===== config.mk =====
export PLATFORM = sky130hd
export DESIGN_NAME = tsr
export DESIGN_NICKNAME = d
export VERILOG_FILES = /design/src/rtl/tsr_pkg.sv /design/src/rtl/tsr_tick_edge.sv /design/src/rtl/tsr.sv
export SDC_FILE = /design/constraint.sdc
export NUM_CORES = 1
export LEC_CHECK = 0
export ABC_AREA = 1
export BUFFER_PORTS_ARGS = -buffer_cell sky130_fd_sc_hd__buf_2
export CAP_MARGIN = 25
export CORE_AREA = 2 2 70 72
export CTS_CLUSTER_DIAMETER = 80
export DETAILED_ROUTE_END_ITERATION = 8
export DIE_AREA = 0 0 72 74
export PLACE_DENSITY = 0.44
export SETUP_SLACK_MARGIN = 0.15
export SLEW_MARGIN = 10
export SYNTH_ARGS = -nofsm -noshare
export SYNTH_HDL_FRONTEND = slang
export SYNTH_SLANG_ARGS = --single-unit

===== constraint.sdc =====
create_clock -name clk -period 1.4 [get_ports clk]
set_clock_uncertainty 0.2 [all_clocks]
set_input_delay 0.07 -clock clk [delete_from_list [all_inputs] [get_ports clk]]
set_output_delay 0.07 -clock clk [all_outputs]
set_load 0.01 [all_outputs]

===== src/rtl/tsr_pkg.sv =====
// Shared constants for the UART transmit shift register: state encoding and line levels.
// The PARITY state only exists in the FSM type when TSR_PARITY_EN is defined.
package tsr_pkg;

    localparam logic [2:0] IDLE   = 3'd0;
    localparam logic [2:0] WAIT   = 3'd1;
    localparam logic [2:0] START  = 3'd2;
    localparam logic [2:0] DATA   = 3'd3;
    localparam logic [2:0] PARITY = 3'd4;
    localparam logic [2:0] STOP   = 3'd5;

    localparam logic LINE_IDLE = 1'b1;
    localparam logic START_BIT = 1'b0;
    localparam logic STOP_BIT  = 1'b1;

`ifdef TSR_PARITY_EN
    typedef enum logic [2:0] {
        S_IDLE   = IDLE,
        S_WAIT   = WAIT,
        S_START  = START,
        S_DATA   = DATA,
        S_PARITY = PARITY,
        S_STOP   = STOP
    } state_t;
`else
    typedef enum logic [2:0] {
        S_IDLE  = IDLE,
        S_WAIT  = WAIT,
        S_START = START,
        S_DATA  = DATA,
        S_STOP  = STOP
    } state_t;
`endif

endpackage


===== src/rtl/tsr_tick_edge.sv =====
// Rising-edge detector for the baud strobe; works for 1-clk pulses and slow square waves.
// Latency: tick_edge is combinational in bit_tick, valid in the cycle bit_tick first reads high.
module tsr_tick_edge (
    input  logic clk,
    input  logic reset,
    input  logic bit_tick,
    output logic tick_edge
);

    logic tick_q;

    always_ff @(posedge clk) begin
        if (reset) begin
            tick_q <= 1'b0;
        end else begin
            tick_q <= bit_tick;
        end
    end

    assign tick_edge = bit_tick & ~tick_q;

endmodule


===== src/rtl/tsr.sv =====
// UART TX shift register: start, DATA_SIZE bits LSB first, optional even parity (TSR_PARITY_EN), stop.
// Latency: request accepted 1 clk after tx_start in IDLE; start bit launches on the next tick edge.
// Backpressure: tx_busy high while a frame is pending or in flight; tx_start and d_i ignored then.
module tsr
    import tsr_pkg::*;
#(
    parameter int DATA_SIZE = 8
) (
    input  logic                 clk,
    input  logic                 reset,
    input  logic [DATA_SIZE-1:0] d_i,
    input  logic                 bit_tick,
    input  logic                 tx_start,
    output logic                 tx_busy,
    output logic                 data_out
);

    localparam int CW = $clog2(DATA_SIZE + 1);

    logic                 tick_edge;
    state_t               state_q, state_nxt;
    logic [DATA_SIZE-1:0] shift_q, shift_nxt;
    logic [CW-1:0]        cnt_q, cnt_nxt;
    logic                 line_nxt;
    logic                 busy_nxt;
`ifdef TSR_PARITY_EN
    logic                 parity_q, parity_nxt;
`endif

    tsr_tick_edge u_tick_edge (
        .clk       (clk),
        .reset     (reset),
        .bit_tick  (bit_tick),
        .tick_edge (tick_edge)
    );

    always_ff @(posedge clk) begin
        if (reset) begin
            state_q  <= S_IDLE;
            shift_q  <= '0;
            cnt_q    <= '0;
            data_out <= LINE_IDLE;
            tx_busy  <= 1'b0;
`ifdef TSR_PARITY_EN
            parity_q <= 1'b0;
`endif
        end else begin
            state_q  <= state_nxt;
            shift_q  <= shift_nxt;
            cnt_q    <= cnt_nxt;
            data_out <= line_nxt;
            tx_busy  <= busy_nxt;
`ifdef TSR_PARITY_EN
            parity_q <= parity_nxt;
`endif
        end
    end

    always_comb begin
        state_nxt  = state_q;
        shift_nxt  = shift_q;
        cnt_nxt    = cnt_q;
        line_nxt   = data_out;
        busy_nxt   = tx_busy;
`ifdef TSR_PARITY_EN
        parity_nxt = parity_q;
`endif
        case (state_q)
            S_IDLE: begin
                line_nxt = LINE_IDLE;
                busy_nxt = 1'b0;
                cnt_nxt  = '0;
                // Acceptance does not wait for a tick; WAIT aligns the start bit instead.
                if (tx_start) begin
                    shift_nxt  = d_i;
                    busy_nxt   = 1'b1;
                    state_nxt  = S_WAIT;
`ifdef TSR_PARITY_EN
                    parity_nxt = ^d_i;
`endif
                end
            end
            S_WAIT: begin
                if (tick_edge) begin
                    line_nxt  = START_BIT;
                    state_nxt = S_START;
                end
            end
            S_START: begin
                if (tick_edge) begin
                    line_nxt  = shift_q[0];
                    shift_nxt = shift_q >> 1;
                    cnt_nxt   = CW'(1);
                    state_nxt = S_DATA;
                end
            end
            S_DATA: begin
                if (tick_edge) begin
                    if (cnt_q < CW'(DATA_SIZE)) begin
                        line_nxt  = shift_q[0];
                        shift_nxt = shift_q >> 1;
                        cnt_nxt   = cnt_q + CW'(1);
                    end else begin
`ifdef TSR_PARITY_EN
                        line_nxt  = parity_q;
                        state_nxt = S_PARITY;
`else
                        line_nxt  = STOP_BIT;
                        state_nxt = S_STOP;
`endif
                    end
                end
            end
`ifdef TSR_PARITY_EN
            S_PARITY: begin
                if (tick_edge) begin
                    line_nxt  = STOP_BIT;
                    state_nxt = S_STOP;
                end
            end
`endif
            S_STOP: begin
                if (tick_edge) begin
                    busy_nxt  = 1'b0;
                    state_nxt = S_IDLE;
                end
            end
            default: begin
                line_nxt  = LINE_IDLE;
                busy_nxt  = 1'b0;
                state_nxt = S_IDLE;
            end
        endcase
    end

endmodule


==> results.sh, run 1 <==
export IMPL_routed_via_count=1110
export IMPL_finalMaxSlewViolations=0
export IMPL_port_buffers=13
export IMPL_cpMostUsedCell="nand2_4"
export IMPL_synth_top_family_by_area="simple AND/OR/NAND/NOR gates"
export IMPL_finalCritPeriodShare=1.06
export IMPL_place_congestion=0.757
export IMPL_drive_gt1_frac=0.466
export IMPL_fmax_mhz=676
export IMPL_fill_cells=483
export IMPL_syn_inst=163
export IMPL_ys_seq_area_frac=0.314
export IMPL_wl_per_cell_um=11.0
export IMPL_pwr_share_seq=0.226
export IMPL_grt_max_degree=10
export IMPL_drtIter0Drc=35
export IMPL_r2r_end="shift_q[6]"
export IMPL_diodes=0
export IMPL_hold_class="in2reg"
export IMPL_r2r_setup_slack_ns=-0.08
export IMPL_synth_fp_nets=176
export IMPL_clkTransAtPathRegs_ns=0.07
export IMPL_tightestPinTransition_ns=0.302
export IMPL_startpoint="state_q[0]"
export IMPL_maxSlewHeadroom=0.798
export IMPL_critPathMaxStageDelay_ns=0.37
export IMPL_ff2ff_path_depth=8
export IMPL_rows=25
export IMPL_cts_buffers=3
export IMPL_cts_max_level=1
export IMPL_hold_violations=0
export IMPL_rsz0062_at_grt="true"
export IMPL_critical_path_class="reg2reg"
export IMPL_crit_fanout=8
export IMPL_synth_xor_area_share=0.00763
export IMPL_use_met3=0.0325
export IMPL_die_y_um=74
export IMPL_period_minus_slack_ns=1.48
export IMPL_critPathCapture="shift_q[6]"
export IMPL_insertion_delay_ns=0.26
export IMPL_outcome="complete, but fails checks"
export IMPL_cp_slowest_cell="dfxtp_4"
export IMPL_layout_common_cells="nand2_1, nor2_1, buf_4"
export IMPL_dieArea_um2=5330
export IMPL_start_kind="register"
export IMPL_grt_pass1_wl_mm=4.69
export IMPL_synth_compound_area_share=0.0763
export IMPL_synthSimpleGateAreaFrac=0.469
export IMPL_clockPowerShare=0.097
export IMPL_internal_power_uw=2120
export IMPL_setup_viol=16
export IMPL_switching_share=0.452
export IMPL_antenna_found_initial=0
export IMPL_cts_buffer_depth=2
export IMPL_syn_avg_cell_area_um2=7.05
export IMPL_routed_wl_mm=2.84
export IMPL_ir_drop_uv=890
export IMPL_crit_path_end_kind="register"
export IMPL_overflow=0
export IMPL_synthTopCellsByArea="dfxtp_1, nand2_1, nor2_1"
export IMPL_cap_viol_max_count=0
export IMPL_synth_mux_area_fraction=0
export IMPL_drtAntennaViolNets=0
export IMPL_yosysUniqueCellTypes=25
export IMPL_dp_hpwl_mm=1.99
export IMPL_initial_utilization=0.250
export IMPL_drc=0
export IMPL_cts_tree="built"
export IMPL_timing_rr_start="state_q[0]"
export IMPL_arrival_ns=1.48
export IMPL_failed_checks="setup timing"
export IMPL_final_nets=219
export IMPL_grt_use_total=0.115
export IMPL_power_frac_comb=0.676
export IMPL_syn_area_um2=1150
export IMPL_cts_sinks=18
export IMPL_syn_to_final_growth_pct=46.6
export IMPL_yosys_area_top_type="dfxtp_1"
export IMPL_powerDensity_nw_per_um2=2300
export IMPL_grt_pass1_vias=1047
export IMPL_top_usage_layer="met2"
export IMPL_final_cells=258
export IMPL_io_pins=14
export IMPL_final_util=0.366
export IMPL_die_w_um=72
export IMPL_dp_cells=244
export IMPL_synth_top_area_frac=0.314
export IMPL_required_ns=1.40
export IMPL_vias_per_cell=4.30
export IMPL_synth_fa_ha_area_frac=0.0109
export IMPL_dr_pass1_iters=4
export IMPL_yosys_warnings=0
export IMPL_met2_usage=0.200
export IMPL_p_leak_uw=0.000852
export IMPL_core_area_um2=4600
export IMPL_cts_root_buf="clkbuf_8"
export IMPL_synth_ff_latch_count=18
export IMPL_p_switching_uw=1750
export IMPL_gr_usage_met1=0.138
export IMPL_final_common_cell="nand2_1"
export IMPL_path_cells="buf_6 > nand2_4 > nand2_4 > a21oi_4 > nand2_4 > nor2_8 > nor2_1 > nor2_1"
export IMPL_setup_ws_ns=-0.0787
==> worst min path at each step <==
stage              from                  to  slack, ns  cells after the start
3_3_place_gp   bit_tick  u_tick_edge.tick_q       0.11                      3
3_5_place_dp   bit_tick  u_tick_edge.tick_q       0.11                      3
2_1_floorplan  bit_tick  u_tick_edge.tick_q      -0.02                      2
6_report         d_i[4]          shift_q[4]       0.02                      7
4_1_cts          d_i[4]          shift_q[4]       0.03                      7
5_1_grt          d_i[4]          shift_q[4]       0.08                      7
==> metrics by stage <==
stage	TNS [ns]	setup slack (ns)	cell area [um^2]	hold slack (ns)	total power, uW
2_1_floorplan	-0.237	-0.0296	1150	-0.0230	2310
3_3_place_gp	-1.43	-0.126	1400	0.113	2990
3_5_place_dp	-1.84	-0.165	1400	0.109	2980
4_1_cts	-0.833	-0.0937	1580	0.0299	3620
5_1_grt	-2.18	-0.162	1680	0.0791	4220
6_report	-0.646	-0.0787	1680	0.0241	3870
==> layout make-up <==
type | instances | area (um^2) | share of cell area
multi-input cells | 121 | 782 | 0.464
repair buffers | 43 | 343 | 0.204
clock buffers | 3 | 41.3 | 0.0245
inverters | 19 | 81.3 | 0.0483
well taps | 54 | 67.6 | 0.0401
flip-flops and latches | 18 | 369 | 0.219
==> cells by family (layout without fill, tap and decap cells) <==
| group | count (synthesis) | in the layout |
|---|---|---|
| DFF | 18 | 18 |
| AOI/OAI and AO/OA | 14 | 14 |
| and+or+nand+nor | 104 | 105 |
| buffers and inverters | 25 | 65 |
| adders and majority gates | 1 | 1 |
| xor gates and xnor gates | 1 | 1 |
==> synth_stat cells, drive strengths merged <==
master	number
ha	1
clkbuf	2
a22oi	1
nand4	3
dfxtp	18
clkinv	1
nor2	29
a21oi	11
o21ai	2
nand3	17
buf	4
xor2	1
inv	18
nand2	55
==> power by group through the flow <==
stage	sequential, uW	clock [uW]	combinational (uW)
2_1_floorplan	791	0	1520
3_3_place_gp	824	0	2170
3_5_place_dp	826	0	2150
4_1_cts	851	399	2370
5_1_grt	897	415	2910
6_report	876	376	2620
==> critical path: cells and delay by family (launching register included) <==
family,cells,cell delay [ns]
simple gates,6,0.57
buf+inv,1,0.12
compound gates,1,0.15
flops,1,0.37
==> layer usage <==
layer | vias up | wire length [um]
li1 | 594 | -
met1 | 494 | 1300
met2 | 17 | 1400
met3 | 5 | 99
met4 | 0 | 36
met5 | - | 0
==> repair_timing <==
item / in CTS / in global routing
gates cloned: 0 / 1
pin swaps: 17 / 16
gates resized for setup: 23 / 21
hold buffers: 5 / 0
setup endpoints to repair: 17 / 17
endpoints found under the hold margin: 8 / 0
setup buffers: 1 / 4
==> flip-flops by register name, summed over array words and instances, names as in the netlist <==
signal / flops
cnt_q: 4
data_out: 1
shift_q: 8
state_q: 3
tx_busy: 1
u_tick_edge.tick_q: 1
No activity file was read; power rests on OpenSTA's default activity.
==> inputs of run 2 (changes only) <==
--- a/config.mk
+++ b/config.mk
@@ -6,7 +6,7 @@
 export NUM_CORES = 1
 export LEC_CHECK = 0
 export ABC_AREA = 1
-export BUFFER_PORTS_ARGS = -buffer_cell sky130_fd_sc_hd__buf_2
+export BUFFER_PORTS_ARGS = -buffer_cell sky130_fd_sc_hd__buf_4
 export CAP_MARGIN = 25
 export CORE_AREA = 2 2 70 72
 export CTS_CLUSTER_DIAMETER = 80
==> results.sh, run 2 (synthesized netlist as in run 1, its figures left out) <==
export IMPL_cts_root_buf="clkbuf_8"
export IMPL_start_kind="register"
export IMPL_vias_per_cell=4.15
export IMPL_r2r_end="shift_q[3]"
export IMPL_grt_pass1_wl_mm=5.15
export IMPL_regMostFlops="shift_q"
export IMPL_hold_violations=0
export IMPL_routed_wl_mm=2.95
export IMPL_clkTransAtPathRegs_ns=0.08
export IMPL_failed_checks="setup timing"
export IMPL_insertion_delay_ns=0.27
export IMPL_powerDensity_nw_per_um2=2310
export IMPL_antenna_found_initial=0
export IMPL_cts_max_level=1
export IMPL_io_pins=14
export IMPL_cts_sinks=18
export IMPL_place_congestion=0.756
export IMPL_period_minus_slack_ns=1.49
export IMPL_holdPathStages=7
export IMPL_largest_reg_flops=8
export IMPL_fin_hold_ws_ns=0.00720
export IMPL_drive_gt1_frac=0.414
export IMPL_rows=25
export IMPL_initial_utilization=0.250
export IMPL_routed_via_count=1066
export IMPL_internal_power_uw=2120
export IMPL_dp_hpwl_mm=1.94
export IMPL_setup_ws_ns=-0.0912
export IMPL_dp_cells=243
export IMPL_final_cells=257
export IMPL_setup_viol=14
export IMPL_layout_common_cells="nand2_1, buf_4, nor2_1"
export IMPL_drc=0
export IMPL_core_area_um2=4600
export IMPL_switching_share=0.450
export IMPL_maxSlewHeadroom=0.824
export IMPL_cap_viol_max_count=0
export IMPL_clockPowerShare=0.118
export IMPL_crit_fanout=5
export IMPL_overflow=0
export IMPL_p_leak_uw=0.000829
export IMPL_rsz0062_at_grt="true"
export IMPL_tightestPinTransition_ns=0.263
export IMPL_grt_use_total=0.126
export IMPL_r2r_setup_slack_ns=-0.09
export IMPL_diodes=0
export IMPL_drtIter0Drc=45
export IMPL_cts_buffer_depth=2
export IMPL_die_y_um=74
export IMPL_crit_path_end_kind="register"
export IMPL_timing_rr_start="state_q[1]"
export IMPL_largestRegisters="shift_q: 8 flops, cnt_q: 4 flops, state_q: 3 flops"
export IMPL_final_common_cell="nand2_1"
export IMPL_ir_drop_uv=656
export IMPL_syn_to_final_growth_pct=45.1
export IMPL_wl_per_cell_um=11.5
export IMPL_power_frac_comb=0.656
export IMPL_outcome="complete, but fails checks"
export IMPL_pwr_share_seq=0.226
export IMPL_fmax_mhz=671
export IMPL_port_buffers=13
export IMPL_critical_path_class="reg2reg"
export IMPL_startpoint="state_q[1]"
export IMPL_final_nets=217
export IMPL_dieArea_um2=5330
export IMPL_dr_pass1_iters=2
export IMPL_die_w_um=72
export IMPL_finalMaxSlewViolations=0
export IMPL_drtAntennaViolNets=0
export IMPL_setup_tns_ns=-0.869
export IMPL_required_ns=1.36
export IMPL_hold_class="in2reg"
export IMPL_cts_buffers=3
export IMPL_critPathCapture="shift_q[3]"
export IMPL_cts_tree="built"
export IMPL_grt_pass1_vias=1084
export IMPL_arrival_ns=1.45
export IMPL_grt_max_degree=11
export IMPL_ff2ff_path_depth=9
export IMPL_finalCritPeriodShare=1.07
export IMPL_p_switching_uw=1730
-- run 2: area by class of cell --
class | instances | area, um^2
fill | 479 | 2930
sequential | 18 | 369
timing repair buffer | 40 | 342
clock buffer | 4 | 55.1
multi-input combinational | 122 | 749
tap | 54 | 67.6
inverter | 19 | 83.8
-- run 2: repair_timing --
item | 4_1_cts | 5_1_grt
gates cloned | 2 | 0
pin swaps | 12 | 6
hold buffers | 4 | 0
gates resized for setup | 25 | 6
hold endpoints to repair | 9 | 0
endpoints found under the setup margin | 17 | 17
setup buffers | 3 | 1
-- run 2: worst min-delay path by stage --
stage,start,to,slack [ns]
finish,d_i[5],shift_q[5],0.007
global route,d_i[0],shift_q[0],0.07
CTS,d_i[5],shift_q[5],0.01
detailed placement,bit_tick,u_tick_edge.tick_q,0.11
global placement,bit_tick,u_tick_edge.tick_q,0.10
floorplan,bit_tick,u_tick_edge.tick_q,-0.02
-- run 2: power groups by stage --
stage,logic [uW],registers [uW],clock network (uW)
6_report,2530,871,455
3_3_place_gp,2060,832,0
4_1_cts,2430,867,462
5_1_grt,2810,892,493
3_5_place_dp,2040,835,0
2_1_floorplan,1520,791,0
-- run 2: metrics by stage --
| step | utilization | instance area, um^2 | power, uW | setup WS [ns] |
|---|---|---|---|---|
| floorplan | - | 1150 | 2310 | -0.0296 |
| global placement | 0.303 | 1400 | 2890 | -0.157 |
| detailed placement | 0.303 | 1400 | 2870 | -0.193 |
| CTS | 0.355 | 1630 | 3760 | -0.0713 |
| global route | 0.362 | 1670 | 4200 | -0.154 |
| finish | 0.362 | 1670 | 3850 | -0.0912 |
-- run 2: worst max-delay path, stage by stage, from the launching register on --
cell and delay, ns:
dfxtp_2 0.34, buf_6 0.12, inv_8 0.06, nor2_4 0.06, nand2_2 0.08, nand3_4 0.10
nor2_4 0.23, nand3_2 0.09, nand2_1 0.07, nor2_1 0.04
-- run 2: routing by layer --
metal / up-vias / share of wire / global-route usage / wire (um)
met1: 459 / 0.47 / 0.163 / 1400
met2: 15 / 0.48 / 0.213 / 1430
met3: 5 / 0.027 / 0.0203 / 80
met4: 0 / 0.016 / 0.0503 / 47
li1: 587 / - / - / -
met5: - / 0 / 0 / 0
==> inputs of run 3 (changes only) <==
--- a/config.mk
+++ b/config.mk
@@ -12,7 +12,7 @@
 export CTS_CLUSTER_DIAMETER = 80
 export DETAILED_ROUTE_END_ITERATION = 8
 export DIE_AREA = 0 0 72 74
-export PLACE_DENSITY = 0.44
+export PLACE_DENSITY = 0.41
 export SETUP_SLACK_MARGIN = 0.15
 export SLEW_MARGIN = 10
 export SYNTH_ARGS = -nofsm -noshare
==> results.sh, run 3 (synthesized netlist as in run 1, its figures left out) <==
export IMPL_outcome="complete, but fails checks"
export IMPL_failed_checks="setup timing"
export IMPL_fmax_mhz=682
export IMPL_initial_utilization=0.250
export IMPL_setup_viol=16
export IMPL_crit_path_end_kind="register"
export IMPL_insertion_delay_ns=0.25
export IMPL_grt_max_degree=11
export IMPL_fin_total_pwr_uw=3860
export IMPL_finalMaxSlewViolations=0
export IMPL_drc=0
export IMPL_grt_pass1_wl_mm=4.95
export IMPL_hold_violations=0
export IMPL_holdPathEnd="shift_q[2]"
export IMPL_critical_path_class="reg2reg"
export IMPL_place_congestion=0.808
export IMPL_wl_per_cell_um=11.3
export IMPL_drtIter0Drc=26
export IMPL_cts_max_level=1
export IMPL_ff2ff_path_depth=7
export IMPL_routed_via_count=1130
export IMPL_antenna_found_initial=0
export IMPL_switching_share=0.440
export IMPL_period_minus_slack_ns=1.47
export IMPL_grt_use_total=0.119
export IMPL_met2_usage=0.228
export IMPL_die_y_um=74
export IMPL_p_switching_uw=1700
export IMPL_pwr_share_seq=0.212
export IMPL_diodes=0
export IMPL_port_buffers=13
export IMPL_start_kind="register"
export IMPL_p_leak_uw=0.000821
export IMPL_cts_sinks=18
export IMPL_gr_usage_met1=0.132
export IMPL_dp_hpwl_mm=2.12
export IMPL_drive_gt1_frac=0.403
export IMPL_dieArea_um2=5330
export IMPL_largest_reg_flops=8
export IMPL_cap_viol_max_count=0
export IMPL_use_met3=0.0244
export IMPL_ir_drop_uv=653
export IMPL_internal_power_uw=2160
export IMPL_die_w_um=72
export IMPL_vias_per_cell=4.43
export IMPL_io_pins=14
export IMPL_routed_wl_mm=2.88
export IMPL_cts_buffers=3
export IMPL_syn_to_final_growth_pct=47.3
export IMPL_cts_root_buf="clkbuf_8"
export IMPL_rows=25
export IMPL_final_common_cell="nand2_1"
export IMPL_r2r_end="shift_q[5]"
export IMPL_grt_pass1_vias=1148
export IMPL_cts_tree="built"
export IMPL_power_frac_comb=0.674
export IMPL_hold_start="d_i[2]"
export IMPL_finalCritPeriodShare=1.05
export IMPL_overflow=0
export IMPL_setup_ws_ns=-0.0658
export IMPL_powerDensity_nw_per_um2=2280
export IMPL_placed_area_um2=1450
export IMPL_arrival_ns=1.46
export IMPL_r2r_setup_slack_ns=-0.07
export IMPL_largestRegisters="shift_q: 8 flops, cnt_q: 4 flops, state_q: 3 flops"
export IMPL_core_area_um2=4600
export IMPL_hold_class="in2reg"
export IMPL_final_nets=215
export IMPL_holdPathStages=7
export IMPL_maxSlewHeadroom=0.772
export IMPL_regMostFlops="shift_q"
export IMPL_clockPowerShare=0.114
export IMPL_cts_buffer_depth=2
export IMPL_clkTransAtPathRegs_ns=0.08
export IMPL_drtAntennaViolNets=0
export IMPL_dr_pass1_iters=4
export IMPL_tightestPinTransition_ns=0.340
export IMPL_top_usage_layer="met2"
export IMPL_fin_area_um2=1690
export IMPL_crit_fanout=8
export IMPL_rsz0062_at_grt="true"
export IMPL_layout_common_cells="nand2_1, buf_4, nor2_1"
export IMPL_timing_rr_start="state_q[2]"
export IMPL_required_ns=1.39
==> run 3: worst max path at each step <==
| stage | from | end | slack (ns) | depth (start not counted) |
|---|---|---|---|---|
| 2_1_floorplan | state_q[1] | shift_q[0] | -0.03 | 10 |
| 3_3_place_gp | u_tick_edge.tick_q | shift_q[0] | -0.12 | 8 |
| 3_5_place_dp | state_q[2] | shift_q[7] | -0.15 | 7 |
| 4_1_cts | state_q[2] | shift_q[1] | -0.11 | 9 |
| 5_1_grt | state_q[2] | shift_q[3] | -0.16 | 9 |
| 6_report | state_q[2] | shift_q[5] | -0.07 | 7 |
==> run 3: repair_timing <==
action / in CTS / in global routing
endpoints found under the hold margin: 8 / 0
setup endpoints to repair: 17 / 17
cloned: 1 / 0
pin swaps: 20 / 16
hold buffers: 4 / 0
setup buffers: 2 / 1
resized for setup: 24 / 6
==> run 3: through the flow <==
step | setup slack, ns | setup TNS [ns] | cells | hold slack [ns] | utilization
finish | -0.0658 | -0.692 | 255 | 0.0220 | 0.368
global route | -0.159 | -2.01 | 255 | 0.0699 | 0.368
CTS | -0.108 | -0.995 | 254 | 0.0245 | 0.359
detailed placement | -0.147 | -1.69 | 243 | 0.110 | 0.314
global placement | -0.124 | -1.35 | 243 | 0.102 | 0.314
floorplan | -0.0296 | -0.237 | 163 | -0.0230 | -
==> run 3: critical path, cell delays in order, from the launching register on <==
cell	delay (ns)
dfxtp_2	0.33
buf_4	0.16
nor2_4	0.17
nand3_4	0.14
buf_6	0.17
nand3_1	0.07
nand2_1	0.05
nor2_1	0.11
==> run 3: area by class of cell <==
type	count	area [um^2]
well taps	54	67.6
repair buffers	39	384
inverters	19	82.6
multi-input cells	121	738
flip-flops and latches	18	364
clock buffers	4	55.1
fillers	487	2910
==> run 3: power groups by stage <==
| stage | clock (uW) | combinational [uW] | sequential (uW) |
|---|---|---|---|
| CTS | 457 | 2550 | 816 |
| global placement | 0 | 2210 | 807 |
| finish | 441 | 2600 | 818 |
| floorplan | 0 | 1520 | 791 |
| detailed placement | 0 | 2230 | 814 |
| global route | 474 | 2860 | 845 |
==> run 3: layer usage <==
metal,vias up,part of all wire
li1,585,-
met1,529,0.43
met2,14,0.53
met3,2,0.029
met4,0,0.0080
met5,-,0
